### config.mk
export PLATFORM = sky130hd
export DESIGN_NAME = pe_issue_ctrl
export DESIGN_NICKNAME = d
export VERILOG_FILES = /design/src/rtl/pe_issue_ctrl.sv
export SDC_FILE = /design/constraint.sdc
export NUM_CORES = 1
export LEC_CHECK = 0
export BUFFER_PORTS_ARGS = -buffer_cell sky130_fd_sc_hd__buf_4
export CORE_MARGIN = 10
export CORE_UTILIZATION = 30
export CTS_CLUSTER_SIZE = 10
export DETAILED_ROUTE_END_ITERATION = 6
export SLEW_MARGIN = 25
export SYNTH_ARGS = -nofsm -noshare
export SYNTH_HDL_FRONTEND = slang
export SYNTH_SLANG_ARGS = --single-unit
### constraint.sdc
create_clock -name clk -period 3 [get_ports clk]
set_input_delay 0.3 -clock clk [delete_from_list [all_inputs] [get_ports clk]]
set_output_delay 0.3 -clock clk [all_outputs]
set_load 0.03 [all_outputs]
### src/rtl/pe_issue_ctrl.sv
// pe_issue_ctrl
//   Per-PE instruction sequencer feeding a multiply-add unit. It fetches
//   {op,dst,srcA,srcB,srcC} words from the instruction ROM, reads three
//   operands from data memory and issues them with an add/subtract select.
//   The unit's result is written back MULADD_LAT cycles after issue.
//   A decoded op that reads a register still in flight is held in decode
//   until that write has landed.
//
//   Pipeline: F (inst_addr=pc) -> D (decode, rd_addr) -> R (operands
//             registered) -> I (issue_valid) -> W (wr_en, MULADD_LAT after I)
//
// Ports
//   clk, Resetn          clock, synchronous active-low reset
//   start / busy / done  run control and status
//   inst_addr/inst_rdata instruction ROM port (1-cycle read)
//   rd_addr_*/rd_data_*  three data-memory read ports (1-cycle read)
//   a, b, c, subtract    operands and mode for the multiply-add unit
//   issue_valid          a/b/c/subtract carry a real operation this cycle
//   p_in                 multiply-add result
//   wr_en/wr_addr/wr_data data-memory write port (wr_data = p_in)
`timescale 1ns/1ps
module pe_issue_ctrl #(
  parameter int DWIDTH     = 32,
  parameter int AWIDTH     = 8,
  parameter int PWIDTH     = 10,
  parameter int MULADD_LAT = 2
) (
  input  logic                  clk,
  input  logic                  Resetn,
  input  logic                  start,
  output logic                  busy,
  output logic                  done,
  output logic [PWIDTH-1:0]     inst_addr,
  input  logic [2+4*AWIDTH-1:0] inst_rdata,
  output logic [AWIDTH-1:0]     rd_addr_a,
  output logic [AWIDTH-1:0]     rd_addr_b,
  output logic [AWIDTH-1:0]     rd_addr_c,
  input  logic [DWIDTH-1:0]     rd_data_a,
  input  logic [DWIDTH-1:0]     rd_data_b,
  input  logic [DWIDTH-1:0]     rd_data_c,
  output logic [DWIDTH-1:0]     a,
  output logic [DWIDTH-1:0]     b,
  output logic [DWIDTH-1:0]     c,
  output logic                  subtract,
  output logic                  issue_valid,
  input  logic [DWIDTH-1:0]     p_in,
  output logic                  wr_en,
  output logic [AWIDTH-1:0]     wr_addr,
  output logic [DWIDTH-1:0]     wr_data
);

  localparam int IWIDTH = 2 + 4*AWIDTH;
  localparam logic [1:0] OP_NOP = 2'b00;
  localparam logic [1:0] OP_ADD = 2'b01;
  localparam logic [1:0] OP_SUB = 2'b10;
  localparam logic [1:0] OP_END = 2'b11;
  localparam logic [PWIDTH-1:0] PC_MAX = '1;

  typedef enum logic [1:0] {S_IDLE, S_RUN, S_DRAIN, S_DONE} state_t;

  state_t              state;
  logic [PWIDTH-1:0]   pc;

  // Decode stage. While held, the instruction lives in hold_inst because
  // the ROM output has already moved on to the next word.
  logic                d_valid;
  logic                d_force_end;   // fetch slot at PC_MAX acts as END
  logic                d_held;
  logic [IWIDTH-1:0]   hold_inst;

  // Operand-read stage
  logic                r_valid;
  logic [AWIDTH-1:0]   r_dst;
  logic                r_sub;

  // Issue-to-writeback delay line: index 0 is the issue cycle,
  // index MULADD_LAT is the write-back cycle.
  logic                vld   [0:MULADD_LAT];
  logic [AWIDTH-1:0]   dst_q [0:MULADD_LAT];

  logic [IWIDTH-1:0]   d_inst;
  logic [1:0]          d_op;
  logic [AWIDTH-1:0]   d_dst, src_a, src_b, src_c;
  logic                d_is_end, d_is_op, hazard, stall, fetch, any_pending;

  assign d_inst   = d_held ? hold_inst : inst_rdata;
  assign d_op     = d_inst[IWIDTH-1 -: 2];
  assign d_dst    = d_inst[4*AWIDTH-1 -: AWIDTH];
  assign src_a    = d_inst[3*AWIDTH-1 -: AWIDTH];
  assign src_b    = d_inst[2*AWIDTH-1 -: AWIDTH];
  assign src_c    = d_inst[AWIDTH-1:0];

  assign d_is_end = d_valid && (d_force_end || d_op == OP_END);
  assign d_is_op  = d_valid && !d_force_end && (d_op == OP_ADD || d_op == OP_SUB);

  // NOTE: every always_comb output gets a default before any condition,
  // otherwise an unassigned path infers a latch.
  always_comb begin
    hazard      = 1'b0;
    any_pending = r_valid;
    if (r_valid && (r_dst == src_a || r_dst == src_b || r_dst == src_c))
      hazard = 1'b1;
    for (int k = 0; k <= MULADD_LAT; k++) begin
      any_pending = any_pending | vld[k];
      if (vld[k] && (dst_q[k] == src_a || dst_q[k] == src_b || dst_q[k] == src_c))
        hazard = 1'b1;
    end
  end

  assign stall = d_is_op && hazard;
  assign fetch = (state == S_RUN) && !stall && !d_is_end;

  assign inst_addr   = pc;
  assign rd_addr_a   = d_valid ? src_a : '0;
  assign rd_addr_b   = d_valid ? src_b : '0;
  assign rd_addr_c   = d_valid ? src_c : '0;
  assign issue_valid = vld[0];
  assign wr_en       = vld[MULADD_LAT];
  assign wr_addr     = dst_q[MULADD_LAT];
  assign wr_data     = p_in;

  // NOTE: sequential state uses non-blocking assignments only, so every
  // register samples the pre-edge value of every other register.
  always_ff @(posedge clk) begin
    if (!Resetn) begin
      state       <= S_IDLE;
      pc          <= '0;
      busy        <= 1'b0;
      done        <= 1'b0;
      d_valid     <= 1'b0;
      d_force_end <= 1'b0;
      d_held      <= 1'b0;
      hold_inst   <= '0;
      r_valid     <= 1'b0;
      r_dst       <= '0;
      r_sub       <= 1'b0;
      a           <= '0;
      b           <= '0;
      c           <= '0;
      subtract    <= 1'b0;
      // NOTE: the delay line is a handful of flops, not a RAM; it is reset
      // so in-flight results can never raise wr_en after a reset.
      for (int k = 0; k <= MULADD_LAT; k++) begin
        vld[k]   <= 1'b0;
        dst_q[k] <= '0;
      end
    end else begin
      done <= 1'b0;
      case (state)
        S_IDLE: if (start) begin
          state <= S_RUN;
          pc    <= '0;
          busy  <= 1'b1;
        end
        S_RUN:   if (d_is_end) state <= S_DRAIN;
        S_DRAIN: if (!any_pending) begin
          state <= S_DONE;
          busy  <= 1'b0;
          done  <= 1'b1;
        end
        default: state <= S_IDLE;
      endcase

      // Fetch / decode. A stalled decode keeps d_valid and pc unchanged.
      if (fetch) begin
        d_valid     <= 1'b1;
        d_force_end <= (pc == PC_MAX);
        if (pc != PC_MAX) pc <= pc + 1'b1;
      end else if (!stall) begin
        d_valid     <= 1'b0;
        d_force_end <= 1'b0;
      end
      d_held <= stall;
      if (stall) hold_inst <= d_inst;

      // Operand read: rd_data arrives this cycle for last cycle's decode.
      r_valid <= d_is_op && !stall && (state == S_RUN);
      r_dst   <= d_dst;
      r_sub   <= (d_op == OP_SUB);

      // Issue; operands hold their last value when nothing issues.
      vld[0]   <= r_valid;
      dst_q[0] <= r_dst;
      if (r_valid) begin
        a        <= rd_data_a;
        b        <= rd_data_b;
        c        <= rd_data_c;
        subtract <= r_sub;
      end
      for (int k = 1; k <= MULADD_LAT; k++) begin
        vld[k]   <= vld[k-1];
        dst_q[k] <= dst_q[k-1];
      end
    end
  end

  // NOP carries no fields that matter; named here so the opcode map reads
  // complete next to the decode above.
  logic unused_nop;
  assign unused_nop = (d_op == OP_NOP);

endmodule
==> results.tsv <==
stage	metric	value	unit
status	status	completed	
sta	fin_crit	2890	ps
layout	final_area	11700	sq um
floorplanning	core	28700	sq um
detailed_routing	viasPerCell	4.52	
setup_path	end_kind	flip-flop	
setup_path	slowest_stage	dfxtp_4	
layout	drive_gt1_share	33.9	%
power_and_ir_drop	irDropWorstVdd	0.308	mV
global_route	grt_pass1_wl	41.7	mm
power_and_ir_drop	p_seq_share	43.5	%
placement	placed_cells	1471	
power_and_ir_drop	p_comb_share	17.4	%
placement	io_buffer_count	275	
clock_tree	cts_tree	built	
global_route	grt_pass1_vias	7111	
yosys	yosysTopAreaCell	dfxtp_1	
setup_path	critPathMaxStageDelay	420	ps
detailed_routing	initialDrtViolationCount	245	
placement	routabilityCongestion	0.888	
detailed_routing	drt_wl_total	27.7	mm
setup_path	critPathMaxFanout	12	
layout	fill_cells	2841	
placement	placed_area	10900	sq um
power_and_ir_drop	pwr-share-clk	39.1	%
clock_tree	clk_pin_slew	90	ps
min_path	hold_path_class	in -> reg	
clock_tree	cts_buffer_depth	2	
clock_tree	cts_buffers	17	
layout	final_cells	1522	
sta	period_share	96.2	%
power_and_ir_drop	p_int	4200	uW
floorplanning	initial_core_util	30.4	%
flow_run	drv_cap	0	
yosys	synth.yosys.warnings	0	
yosys	ys_types	36	
layout	multi_input_area	4440	sq um
yosys	syn-num-nets	1059	
yosys	synth_edf_count	0	
placement	pre_cts_ws	183	ps
layout	nets	1297	
yosys	synth-seq-area-share	42.5	%
detailed_routing	antenna_left	0	
yosys	netlist_top_cells_count	185 x dfxtp_1, 145 x nor2_1, 108 x mux2i_1	
sta	fin_skew	26.2	ps
setup_path	worstPathRequired	3300	ps
clock_tree	clock-sinks	185	
setup_path	worstSetupPathType	reg -> reg	
clock_tree	clock_latency	430	ps
yosys	synthFlopType	dfxtp_1	
sta	fin_ws	115	ps
floorplanning	io_pins	340	
layout	area.sequential	3710	sq um
yosys	syn_avg_cell_area	9.83	sq um
clock_tree	cts_hold_buf	0	
power_and_ir_drop	sw_frac_of_total	29.4	%
floorplanning	fp-row-count	62	
global_route	grt_start_max_net_pins	98	
layout	diodes	0	
layout	syn2layout_area_growth	34.1	%
yosys	synth-seq-cells	185	
layout	fin_util	40.7	%
power_and_ir_drop	p_per_area	509	nW/um^2
power_and_ir_drop	p_leak	0.00444	uW
sta	final_hold_viol_count	0	
detailed_routing	vias	6883	
sta	finalSetupViolCount	0	
clock_tree	h-tree-depth	4	
floorplanning	die_width	191	um
setup_path	arrival	3180	ps
global_route	grt_usage	14.6	%
sta	relSlewSlack	51.1	%
yosys	synth_top_area_share	42.5	%
floorplanning	dieArea	36300	sq um
clock_tree	root_buffer	clkbuf_16	
yosys	netlist_instances	887	
detailed_routing	routedWlPerCell	18.2	um
floorplanning	die_h	191	um
yosys	synth_area	8720	sq um
detailed_routing	dr.pass1.iters	5	
power_and_ir_drop	p_sw	1750	uW
placement	dpl.hpwl	21.0	mm
setup_path	path_cells	buf_12 -> mux2i_4 -> xnor2_1 -> nor4_1 -> nand2_1 -> a31o_2 -> a41o_1 -> buf_4 -> o21ai_0 -> a21oi_1	
sta	tightest_slew	734	ps
yosys	synthTopCellsByArea	dfxtp_1 42%, mux2i_1 12%, xnor2_1 9.8%, nor2_1 6.2%, mux2i_4 5.2%	
global_route	antenna_found_initial	0	
sta	max_freq	347	MHz
setup_path	worst_setup_path_start_kind	flip-flop	
sta	maxSlewViolCount	0	
yosys	yosysMostFrequentCell	dfxtp_1	
detailed_routing	drc	0	
global_route	gr-total-overflow	0	
yosys	synth-async-reset-ratio	0	%
-- critical path, delay by kind of cell, from the launching register on --
family          cells  cell delay [ps]
compound gates      4              850
simple gates        2              440
buf+inv             2              430
flops               1              420
mux                 1              420
xor+xnor            1              160
-- logic make-up after synthesis --
logic type,share of synthesized area (%)
compound gates,6.30
flops,42.5
fa+ha+maj,1.00
xor+xnor,9.84
simple gates,15.2
mux,18.4
buf+inv,6.74
-- cell usage in the layout (no fill, tap or decap), types with 10 or more instances in the layout --
cell / count
inv_1: 11
nor2b_1: 27
mux2i_4: 20
a211oi_2: 10
clkbuf_16: 18
dfxtp_1: 183
a211oi_1: 10
mux2i_1: 108
nor2_1: 145
o21ai_0: 18
buf_4: 300
a21oi_1: 18
nand2_1: 27
and2_1: 29
xnor2_1: 98
nand3_1: 21
nor4_1: 23
-- timing repair --
action / CTS / global route
hold endpoints to repair: 0 / 0
setup buffers: 0 / 18
gates resized for setup: 0 / 2
setup endpoints to repair: 0 / 20
-- final timing paths --
path | end | cells after the start | slack (ps) | start
min | a[21] | 3 | 100 | rd_data_a[21]
max | hold_inst[10] | 10 | 110 | d_held
max reg2reg | hold_inst[10] | 10 | 110 | d_held
min reg2reg | hold_inst[30] | 2 | 480 | hold_inst[30]
-- layer usage --
metal  wire, um  global-route usage (%)  vias to the layer above
li1           -                       -                     3415
met3       3020                    6.95                       11
met2      13200                    24.1                      240
met4        193                    3.00                        0
met1      11300                    16.8                     3217
met5          0                       0                        -
-- power groups by stage --
| stage | registers [uW] | clock network (uW) | logic, uW |
|---|---|---|---|
| global placement | 2650 | 0 | 1020 |
| CTS | 2590 | 2410 | 1030 |
| finish | 2590 | 2330 | 1040 |
| detailed placement | 2650 | 0 | 1030 |
| floorplan | 2700 | 0 | 645 |
| global route | 2600 | 2510 | 1120 |
-- stage by stage --
step           total power, uW  setup TNS [ps]  hold slack (ps)
6_report                  5960               0             96.4
5_1_grt                   6230           -21.8             87.8
4_1_cts                   6030               0             83.9
3_5_place_dp              3680               0              470
3_3_place_gp              3670               0              462
2_1_floorplan             3350               0              437
-- state kept, by name, indices dropped and copies added (netlist names), 2 cells and up --
name	count
r_dst	8
b	32
vld	3
c	32
inst_addr	10
dst_q	24
state	2
a	32
hold_inst	34
-- area by class of cell --
type | count | share of cell area [%]
multi-input combinational | 601 | 37.9
sequential | 185 | 31.7
timing repair buffer | 308 | 20.6
tap | 384 | 4.11
clock buffer | 18 | 3.67
clock inverter | 14 | 1.53
inverter | 12 | 0.407
(Power assumes the default switching activity.)
